### config.mk
export PLATFORM = sky130hd
export DESIGN_NAME = store_buffer_flat
export DESIGN_NICKNAME = d
export VERILOG_FILES = /design/src/rtl/store_buffer_if.sv /design/src/rtl/store_buffer.sv /design/src/flat_wrapper.sv
export SDC_FILE = /design/constraint.sdc
export NUM_CORES = 1
export LEC_CHECK = 0
export ABC_AREA = 1
export ABC_CLOCK_PERIOD_IN_PS = 13180
export BUFFER_PORTS_ARGS = -buffer_cell sky130_fd_sc_hd__buf_2
export CORE_ASPECT_RATIO = 0.9
export CORE_MARGIN = 2
export CORE_UTILIZATION = 40
export DETAILED_ROUTE_END_ITERATION = 8
export PLACE_DENSITY = 0.7
export REMOVE_ABC_BUFFERS = 1
export SYNTH_ARGS = -nofsm -noshare
export SYNTH_HDL_FRONTEND = slang
export SYNTH_SLANG_ARGS = --single-unit
### constraint.sdc
create_clock -name clk_i -period 13.18 [get_ports clk_i]
set_input_delay 1.977 -clock clk_i [delete_from_list [all_inputs] [get_ports clk_i]]
set_output_delay 1.977 -clock clk_i [all_outputs]
set_load 0.01 [all_outputs]
### src/rtl/store_buffer_if.sv
// store_buffer_if: pipeline/memory-side bundle for the store buffer.
//   master : pipeline control and data memory model (drives requests and mem_rdata_i)
//   slave  : store_buffer itself
// Signals:
//   MemWrite_i, MemRead_i, addr_i, wdata_i, sync_i  pipeline requests
//   rdata_o, stall_o                                pipeline responses
//   mem_addr_o, mem_write_o, mem_read_o, mem_wdata_o data memory port
//   mem_rdata_i                                     data memory read data
interface store_buffer_if #(
    parameter int unsigned ADDR_W = 32,
    parameter int unsigned DATA_W = 32
);
    logic              MemWrite_i;
    logic              MemRead_i;
    logic [ADDR_W-1:0] addr_i;
    logic [DATA_W-1:0] wdata_i;
    logic              sync_i;
    logic [DATA_W-1:0] rdata_o;
    logic              stall_o;
    logic [ADDR_W-1:0] mem_addr_o;
    logic              mem_write_o;
    logic              mem_read_o;
    logic [DATA_W-1:0] mem_wdata_o;
    logic [DATA_W-1:0] mem_rdata_i;

    modport master (
        output MemWrite_i, MemRead_i, addr_i, wdata_i, sync_i, mem_rdata_i,
        input  rdata_o, stall_o, mem_addr_o, mem_write_o, mem_read_o, mem_wdata_o
    );

    modport slave (
        input  MemWrite_i, MemRead_i, addr_i, wdata_i, sync_i, mem_rdata_i,
        output rdata_o, stall_o, mem_addr_o, mem_write_o, mem_read_o, mem_wdata_o
    );
endinterface

### src/rtl/store_buffer.sv
// store_buffer: word-granular posted-write FIFO between MEM-stage control and data memory.
// Stores are absorbed into a DEPTH-entry FIFO and drained to memory in idle cycles; loads
// are forwarded from the youngest matching pending entry so they never see stale memory.
// Ports:
//   clk_i  clock (rising edge)
//   rst_i  synchronous active-high reset; pending stores are discarded
//   bus    store_buffer_if.slave (pipeline requests/responses and data memory port)
module store_buffer #(
    parameter int unsigned DEPTH  = 4,
    parameter int unsigned ADDR_W = 32,
    parameter int unsigned DATA_W = 32
) (
    input logic           clk_i,
    input logic           rst_i,
    store_buffer_if.slave bus
);

    localparam int unsigned PW   = $clog2(DEPTH);
    localparam int unsigned CW   = PW + 1;
    localparam int unsigned WA_W = ADDR_W - 2;

    localparam logic [CW-1:0] CountFull = CW'(DEPTH);

    // Entry storage; validity is implied by position relative to head_q and count_q.
    logic [WA_W-1:0]   ent_addr_q [DEPTH];
    logic [DATA_W-1:0] ent_data_q [DEPTH];
    logic [PW-1:0]     head_q;
    logic [PW-1:0]     tail_q;
    logic [CW-1:0]     count_q;

    logic is_store;
    logic is_load;
    logic is_idle;
    logic empty;
    logic full;
    logic sync_act;
    logic drain;
    logic push;
    logic rd_issue;

    logic              fwd_hit;
    logic [DATA_W-1:0] fwd_data;
    logic [PW-1:0]     fwd_idx;

    // A request with both MemWrite_i and MemRead_i set behaves as a store.
    assign is_store = bus.MemWrite_i;
    assign is_load  = bus.MemRead_i & ~bus.MemWrite_i;
    assign is_idle  = ~bus.MemRead_i & ~bus.MemWrite_i;

    assign empty    = (count_q == '0);
    assign full     = (count_q == CountFull);

    // A fence only matters while something is pending; once empty the request proceeds.
    assign sync_act = bus.sync_i & ~empty;

    // Drain in idle cycles, during a fence, or forced when a store hits a full buffer.
    assign drain    = ~rst_i & ~empty & (sync_act | is_idle | (is_store & full));
    assign push     = ~rst_i & ~sync_act & is_store & ~full;
    assign rd_issue = ~rst_i & ~sync_act & is_load;

    // Walk oldest to youngest so the last match (youngest) wins.
    always_comb begin
        fwd_hit  = 1'b0;
        fwd_data = '0;
        fwd_idx  = '0;
        for (int k = 0; k < DEPTH; k++) begin
            fwd_idx = head_q + PW'(k);
            if ((CW'(k) < count_q) && (ent_addr_q[fwd_idx] == bus.addr_i[ADDR_W-1:2])) begin
                fwd_hit  = 1'b1;
                fwd_data = ent_data_q[fwd_idx];
            end
        end
    end

    assign bus.stall_o     = ~rst_i & (sync_act | (is_store & full));
    assign bus.mem_write_o = drain;
    assign bus.mem_read_o  = rd_issue;
    assign bus.mem_wdata_o = drain ? ent_data_q[head_q] : '0;
    assign bus.mem_addr_o  = drain    ? {ent_addr_q[head_q], 2'b00} :
                             rd_issue ? bus.addr_i : '0;
    assign bus.rdata_o     = rd_issue ? (fwd_hit ? fwd_data : bus.mem_rdata_i) : '0;

    // push and drain are mutually exclusive: a store either enqueues or forces a drain.
    always_ff @(posedge clk_i) begin
        if (rst_i) begin
            head_q  <= '0;
            tail_q  <= '0;
            count_q <= '0;
        end else if (push) begin
            ent_addr_q[tail_q] <= bus.addr_i[ADDR_W-1:2];
            ent_data_q[tail_q] <= bus.wdata_i;
            tail_q             <= tail_q + 1'b1;
            count_q            <= count_q + 1'b1;
        end else if (drain) begin
            head_q  <= head_q + 1'b1;
            count_q <= count_q - 1'b1;
        end
    end

endmodule

### src/flat_wrapper.sv
// flat-port wrapper written by rule: the top's interface ports become plain ports
module store_buffer_flat 
#(
    parameter int unsigned DEPTH  = 4,
    parameter int unsigned ADDR_W = 32,
    parameter int unsigned DATA_W = 32
)
  (clk_i, rst_i, bus_MemWrite_i, bus_MemRead_i, bus_addr_i, bus_wdata_i, bus_sync_i, bus_mem_rdata_i, bus_rdata_o, bus_stall_o, bus_mem_addr_o, bus_mem_write_o, bus_mem_read_o, bus_mem_wdata_o);
  store_buffer_if #(.ADDR_W(ADDR_W), .DATA_W(DATA_W)) bus_i ();
  input logic clk_i;
  input logic rst_i;
  input wire logic [$bits(bus_i.MemWrite_i)-1:0] bus_MemWrite_i;
  input wire logic [$bits(bus_i.MemRead_i)-1:0] bus_MemRead_i;
  input wire logic [$bits(bus_i.addr_i)-1:0] bus_addr_i;
  input wire logic [$bits(bus_i.wdata_i)-1:0] bus_wdata_i;
  input wire logic [$bits(bus_i.sync_i)-1:0] bus_sync_i;
  input wire logic [$bits(bus_i.mem_rdata_i)-1:0] bus_mem_rdata_i;
  output wire logic [$bits(bus_i.rdata_o)-1:0] bus_rdata_o;
  output wire logic [$bits(bus_i.stall_o)-1:0] bus_stall_o;
  output wire logic [$bits(bus_i.mem_addr_o)-1:0] bus_mem_addr_o;
  output wire logic [$bits(bus_i.mem_write_o)-1:0] bus_mem_write_o;
  output wire logic [$bits(bus_i.mem_read_o)-1:0] bus_mem_read_o;
  output wire logic [$bits(bus_i.mem_wdata_o)-1:0] bus_mem_wdata_o;
  assign bus_i.MemWrite_i = bus_MemWrite_i;
  assign bus_i.MemRead_i = bus_MemRead_i;
  assign bus_i.addr_i = bus_addr_i;
  assign bus_i.wdata_i = bus_wdata_i;
  assign bus_i.sync_i = bus_sync_i;
  assign bus_i.mem_rdata_i = bus_mem_rdata_i;
  assign bus_rdata_o = bus_i.rdata_o;
  assign bus_stall_o = bus_i.stall_o;
  assign bus_mem_addr_o = bus_i.mem_addr_o;
  assign bus_mem_write_o = bus_i.mem_write_o;
  assign bus_mem_read_o = bus_i.mem_read_o;
  assign bus_mem_wdata_o = bus_i.mem_wdata_o;
  store_buffer #(.DEPTH(DEPTH), .ADDR_W(ADDR_W), .DATA_W(DATA_W)) u_core (.clk_i(clk_i), .rst_i(rst_i), .bus(bus_i));
endmodule
======== Word-level counts from Yosys, hierarchy flattened ========
Memories as Yosys holds them, arrays and structs flattened. A register that Yosys moved wholly into a read port is not among the register bits.
Index checks and enable logic that the tools add are counted.
operators by class
  muxes and demuxes ....................... 22
  equality and inequality tests ........... 5
  reduce and logical (&&, ||, !) cells .... 7
  $add $sub $neg .......................... 6
  $lt $le $gt $ge ......................... 4
  bitwise gates (word level) .............. 21
operator list
  operator                                                   number
  2-to-1 mux 32 bit                                          9
  equality test 30 bit                                       4
  AND 1 bit                                                  11
  2-to-1 mux 2 bit                                           4
  2-to-1 mux 1 bit                                           7
  NOT 1 bit                                                  7
  less-than comparator 1 x 3 -> 1 bit, first input constant  2
  less-than comparator 2 x 3 -> 1 bit, first input constant  2
  2-to-1 mux 3 bit                                           2
  adder 2 x 1 -> 2 bit, second input constant                2
  adder 2 bit, second input constant                         2
  logical AND 1 bit                                          4
  adder 3 x 1 -> 3 bit, second input constant                1
  equality test 3 bit, second input constant                 1
  logical NOT 3 bit                                          1
  bitwise OR 1 bit                                           3
  subtractor 3 x 1 -> 3 bit, second input constant           1
  AND reduction 2 bit                                        1
  nonzero test 2 bit                                         1
word-level totals
  RAM bits ................................ 248
  output and inout bits ................... 99
  word-level logic and storage cells ...... 70
  memories kept ........................... 2
  register bits ........................... 7
  input port bits ......................... 101
memories
  memory             words  width  rd ports  clocked after memory_dff  write ports  RTL line            text
  u_core.ent_data_q  4      32     4         1                         1            store_buffer.sv:26  logic [DATA_W-1:0] ent_data_q [DEPTH];
  u_core.ent_addr_q  4      30     4         1                         1            store_buffer.sv:25  logic [WA_W-1:0] ent_addr_q [DEPTH];

======== Longest topological paths before layout ========
  word-level depth ........................ 11
  gate-level depth with buffers ........... 20
  mapped depth without buffers ............ 17

======== Worst setup path after synthesis ========
No wires, ideal clock.
  path kind ............................... input-to-reg
  start point ............................. in rst_i
  end point ............................... mem u_core.ent_addr_q[0][0] (netlist name), enable pin
  library setup time ...................... 482 ps
  required time ........................... 12698 ps
  path buffers ............................ 0
  setup slack ............................. 7526 ps
  stages .................................. 5
  arrival ................................. 5172 ps
  cells stage by stage .................... inv_1 > nand2_1 > nor2_1 > clkinv_1 > nor2_1
on the way
  word-level cells in the longest chain between the ends .. 7
RTL lines
  element                                     RTL line            text
  start, declared                             flat_wrapper.sv:11  input logic rst_i;
  NOT 1 bit                                   store_buffer.sv:58  assign push = ~rst_i & ~sync_act & is_store & ~full;
  AND 1 bit (3 in series)                     store_buffer.sv:58
  2-to-1 mux 1 bit                            store_buffer.sv:89  end else if (push) begin
  2-to-1 mux 1 bit (*)                        store_buffer.sv:85  if (rst_i) begin
  2-to-1 mux 1 bit (not written as such) (*)  store_buffer.sv:90  ent_addr_q[tail_q] <= bus.addr_i[ADDR_W-1:2];
  end, declared                               store_buffer.sv:25
Every way passes the cells marked *; elsewhere a longest branch is shown, timed or not.

======== Worst setup path after layout ========
  start point ............................. reg u_core.head_q[1]
  end point ............................... out bus_rdata_o[4]
on the way
  word-level cells in the longest chain between the ends .. 9
  elaborated cells between the ends (all ways) .. 19
  classes of those cells .................. 3 x add/sub; 3 x eq/ne; 8 x mux; 3 x reduce/logical; 2 x memory
RTL lines
  element                                                                     RTL line            text
  start, declared                                                             store_buffer.sv:27  logic [PW-1:0] head_q;
  start signal, assigned                                                      store_buffer.sv:95  head_q <= head_q + 1'b1;
  adder 2 x 1 -> 2 bit                                                        store_buffer.sv:67  fwd_idx = head_q + PW'(k);
  memory read (4 x 30 bit)                                                    n/a
  equality test 30 bit                                                        store_buffer.sv:68  if ((CW'(k) < count_q) && (ent_addr_q[fwd_idx] == bus.addr_i[ADDR_W-1:2])) begin
  logical AND 1 bit                                                           store_buffer.sv:68
  2-to-1 mux 32 bit / 2-to-1 mux 1 bit (equally long branches) (3 in series)  store_buffer.sv:68
  2-to-1 mux 32 bit (*) (2 in series)                                         store_buffer.sv:81  assign bus.rdata_o = rd_issue ? (fwd_hit ? fwd_data : bus.mem_rdata_i) : '0;
  end, declared                                                               flat_wrapper.sv:18  output wire logic [$bits(bus_i.rdata_o)-1:0] bus_rdata_o;
Marks and branches as above.

==> summary.txt <==
Timing
  • Worst Hold Margin: 0.524 ns
  • Worst slew margin: 8.74%
  • Final setup margin: 5.29 ns
  • # setup viols final: 0
  • Post-layout min period: 7.89 ns
  • RSZ-0062 raised after global routing: no
  • Final Hold Vio Count: 0
  • Final Max Tran Viols: 0
  • Final Cycle Share: 59.8%
  • Clk_skew: 0.0124 ns
  • Worst Max-Slew Pin Slew: 1.37 ns
  • Max Freq: 127 MHz

Synthesis
  • Unique masters post-synth: 31
  • Seq/Total Area, Yosys: 39.7%
  • Area contributors post-synth: edfxtp_1 39%, nand2_1 24%, nand3_1 5.7%
  • Synthesis-stage register bit count: 257
  • Synth top area share: 38.7%
  • Mapped Avg Cell Area: 6.71 µm²
  • Synth area leader: edfxtp_1
  • Synth Cell Area: 19200 µm²
  • Synthesized instance count: 2865
  • Synth warn: 0

Power
  • P_leak: 9.97 nW
  • NetSw: 0.764 mW
  • VDD IR-drop max: 0.000100 V
  • Pwr dens: 109 nW/µm²
  • Pwr Total: 2.35 mW
  • Clock share of power: 35.0%
  • Combinational power share: 24.5%
  • Sequential Power Share: 40.5%
  • Switching Share: 32.4%
  • Int Pwr: 1.59 mW

Global routing
  • Largest net degree at the start of global routing: 217
  • Initial antenna violation count: 5
  • First-pass GRT wire length: 99100 µm
  • GR Overflow Total: 0
  • Vias in the first global route: 17373
  • GRT Total Usage: 25.0%

Clocking
  • Worst skew pair latency: 0.59 ns
  • Inserted Clock Buffers: 29
  • Clock slew at reported path FFs: 0.07 ns
  • CTS Hold Bufs: 0
  • Cts repair resizes: 0
  • Clock Path Buffers: 3
  • Clock tree sinks: 257
  • Setup Buffers After CTS: 0
  • CTS tree: yes
  • CTS root buffer: clkbuf_16
  • H-tree levels: 1

Run status
  • Outcome: completed

Place
  • Port bufs: 199
  • RePlAce Congestion: 0.946
  • Hpwl dp: 41600 µm
  • Setup WS pre-CTS: 6.00 ns

Floorplan
  • Die X: 235 µm
  • Initial Utilization: 40.4%
  • Top-level I/O count: 200
  • Core ar.: 47600 µm²
  • Core Rows: 76
  • DIE HEIGHT: 212 µm
  • Die Footprint: 49800 µm²

Routing
  • Routed Antenna Nets: 0
  • Wire per inst: 17.9 µm
  • Drt drc: 0
  • Drt initial violations: 1947
  • Vias: 19715
  • Vias/cell: 5.48
  • WL final: 64500 µm
  • TritonRoute pass-1 iters: 6

Critical path
  • Arr. time, crit path: 5.91 ns
  • CP endpoint kind: output pin
  • CP Launch Type: flip-flop
  • Crit Path Category: reg -> out
  • Worst-path maximum fanout: 196
  • CP required: 11.20 ns

Worst hold path
  • Worst Hold Class: reg -> reg

Job
  • Number of max-cap violations: 0

Cells and area
  • Share of cells above drive strength 1: 9.85%
  • Final nets: 3060
  • Syn-to-layout area delta: 11.9%
## layer usage
| layer | track usage (%) | share of wire (%) | routed length, µm |
|---|---|---|---|
| met4 | 7.57 | 3.0 | 1930 |
| met1 | 34.3 | 43 | 27900 |
| met3 | 3.88 | 8.9 | 5730 |
| met5 | 0 | 0.081 | 52 |
| met2 | 40.9 | 45 | 28900 |
## cells in the mapped netlist
cell       instances
ha_1               8
o2bb2ai_1         32
mux2i_1           32
clkbuf_1          81
nor2_1           242
nand2_2            4
inv_1            216
a31oi_1            1
o22ai_1           30
o221ai_1          32
buf_2             71
o21ai_0          175
a21oi_1          146
nand2_1         1211
buf_6              3
o211ai_1           1
xor2_1            13
dfxtp_1            9
inv_2              2
nor3_1             2
nand4_1            2
nand3_1          218
a22o_1             1
buf_1             12
edfxtp_1         248
nand3b_1          32
or2_2              1
clkinv_1           1
nor2_2             4
buf_4              3
a22oi_1           32
## cells by family (layout without fill, tap and decap cells)
group / count (synthesis) / in the layout / synth area share [%]
and+or+nand+nor: 1716 / 1716 / 35.7
AOI/OAI and AO/OA: 450 / 450 / 13.6
buffers and inverters: 389 / 498 / 8.23
DFF: 257 / 257 / 39.7
muxes: 32 / 32 / 1.67
xor gates and xnor gates: 13 / 13 / 0.592
adders and majority gates: 8 / 8 / 0.521
other: 0 / 2 / 0
## registers in the layout, summed over array words and instances, names as in the netlist, named ones only
signal             cells
u_core.ent_data_q    128
u_core.ent_addr_q    120
u_core.count_q         3
u_core.head_q          2
u_core.tail_q          2
## path summary, 6_finish.rpt
check / start / endpoint / slack (ns) / cells after the start
worst max register to register: u_core.count_q[1] / u_core.ent_addr_q[3][7] / 9.88 / 9
worst max-delay path: u_core.head_q[1] / bus_rdata_o[4] / 5.29 / 17
worst min register to register: u_core.count_q[0] / u_core.count_q[0] / 0.52 / 1
worst min-delay path: u_core.count_q[0] / u_core.count_q[0] / 0.52 / 1
## power by group through the flow
| stage | logic [mW] | clock network [mW] | registers, mW |
|---|---|---|---|
| 6_report | 0.577 | 0.825 | 0.953 |
| 5_1_grt | 0.641 | 0.870 | 0.955 |
| 4_1_cts | 0.567 | 0.839 | 0.952 |
| 3_5_place_dp | 0.565 | 0 | 0.969 |
| 3_3_place_gp | 0.562 | 0 | 0.968 |
| 2_1_floorplan | 0.376 | 0 | 0.979 |
## worst max-delay path: stages, from the launching register on
cell,delay [ns]
dfxtp_1,0.50
buf_4,0.28
inv_2,0.52
nand2_1,0.37
nand2_8,0.72
nand2_1,0.17
nand3_1,0.15
nand2_1,0.08
nand2_1,0.12
nor2_1,0.07
nand3_1,0.16
nor2_2,0.06
buf_4,0.26
nor2_2,1.04
nand3_1,0.22
nand2_1,0.14
a21oi_1,0.07
buf_2,0.15
## stage by stage
stage               instance area, µm²  TNS (ns)  cells  util [%]
detailed placement               20500         0   3544      43.1
floorplan                        18500    -66.87   2695         -
CTS                              21500         0   3598      45.1
finish                           21500         0   3600      45.1
global route                     21500         0   3598      45.1
global placement                 20500         0   3544      43.1
## layout by cell type (no fill, tap or decap), types with 32 or more instances in the layout
cell / instances
mux2i_1: 32
a22oi_1: 32
edfxtp_1: 248
o221ai_1: 32
buf_2: 199
o21ai_0: 175
nand3b_1: 32
nor2_1: 235
a21oi_1: 146
o2bb2ai_1: 32
nand2_1: 1210
inv_1: 215
nand3_1: 217
## layout make-up
cell class	count	area, µm²
diodes	2	5.00
clock buffers	38	759
clock inverters	16	205
fillers	4846	26100
inverters	219	825
multi-input cells	2219	10100
flip-flops and latches	257	7640
well taps	624	781
repair buffers	225	1200
Note: power is estimated with default switching activity, not from simulation.
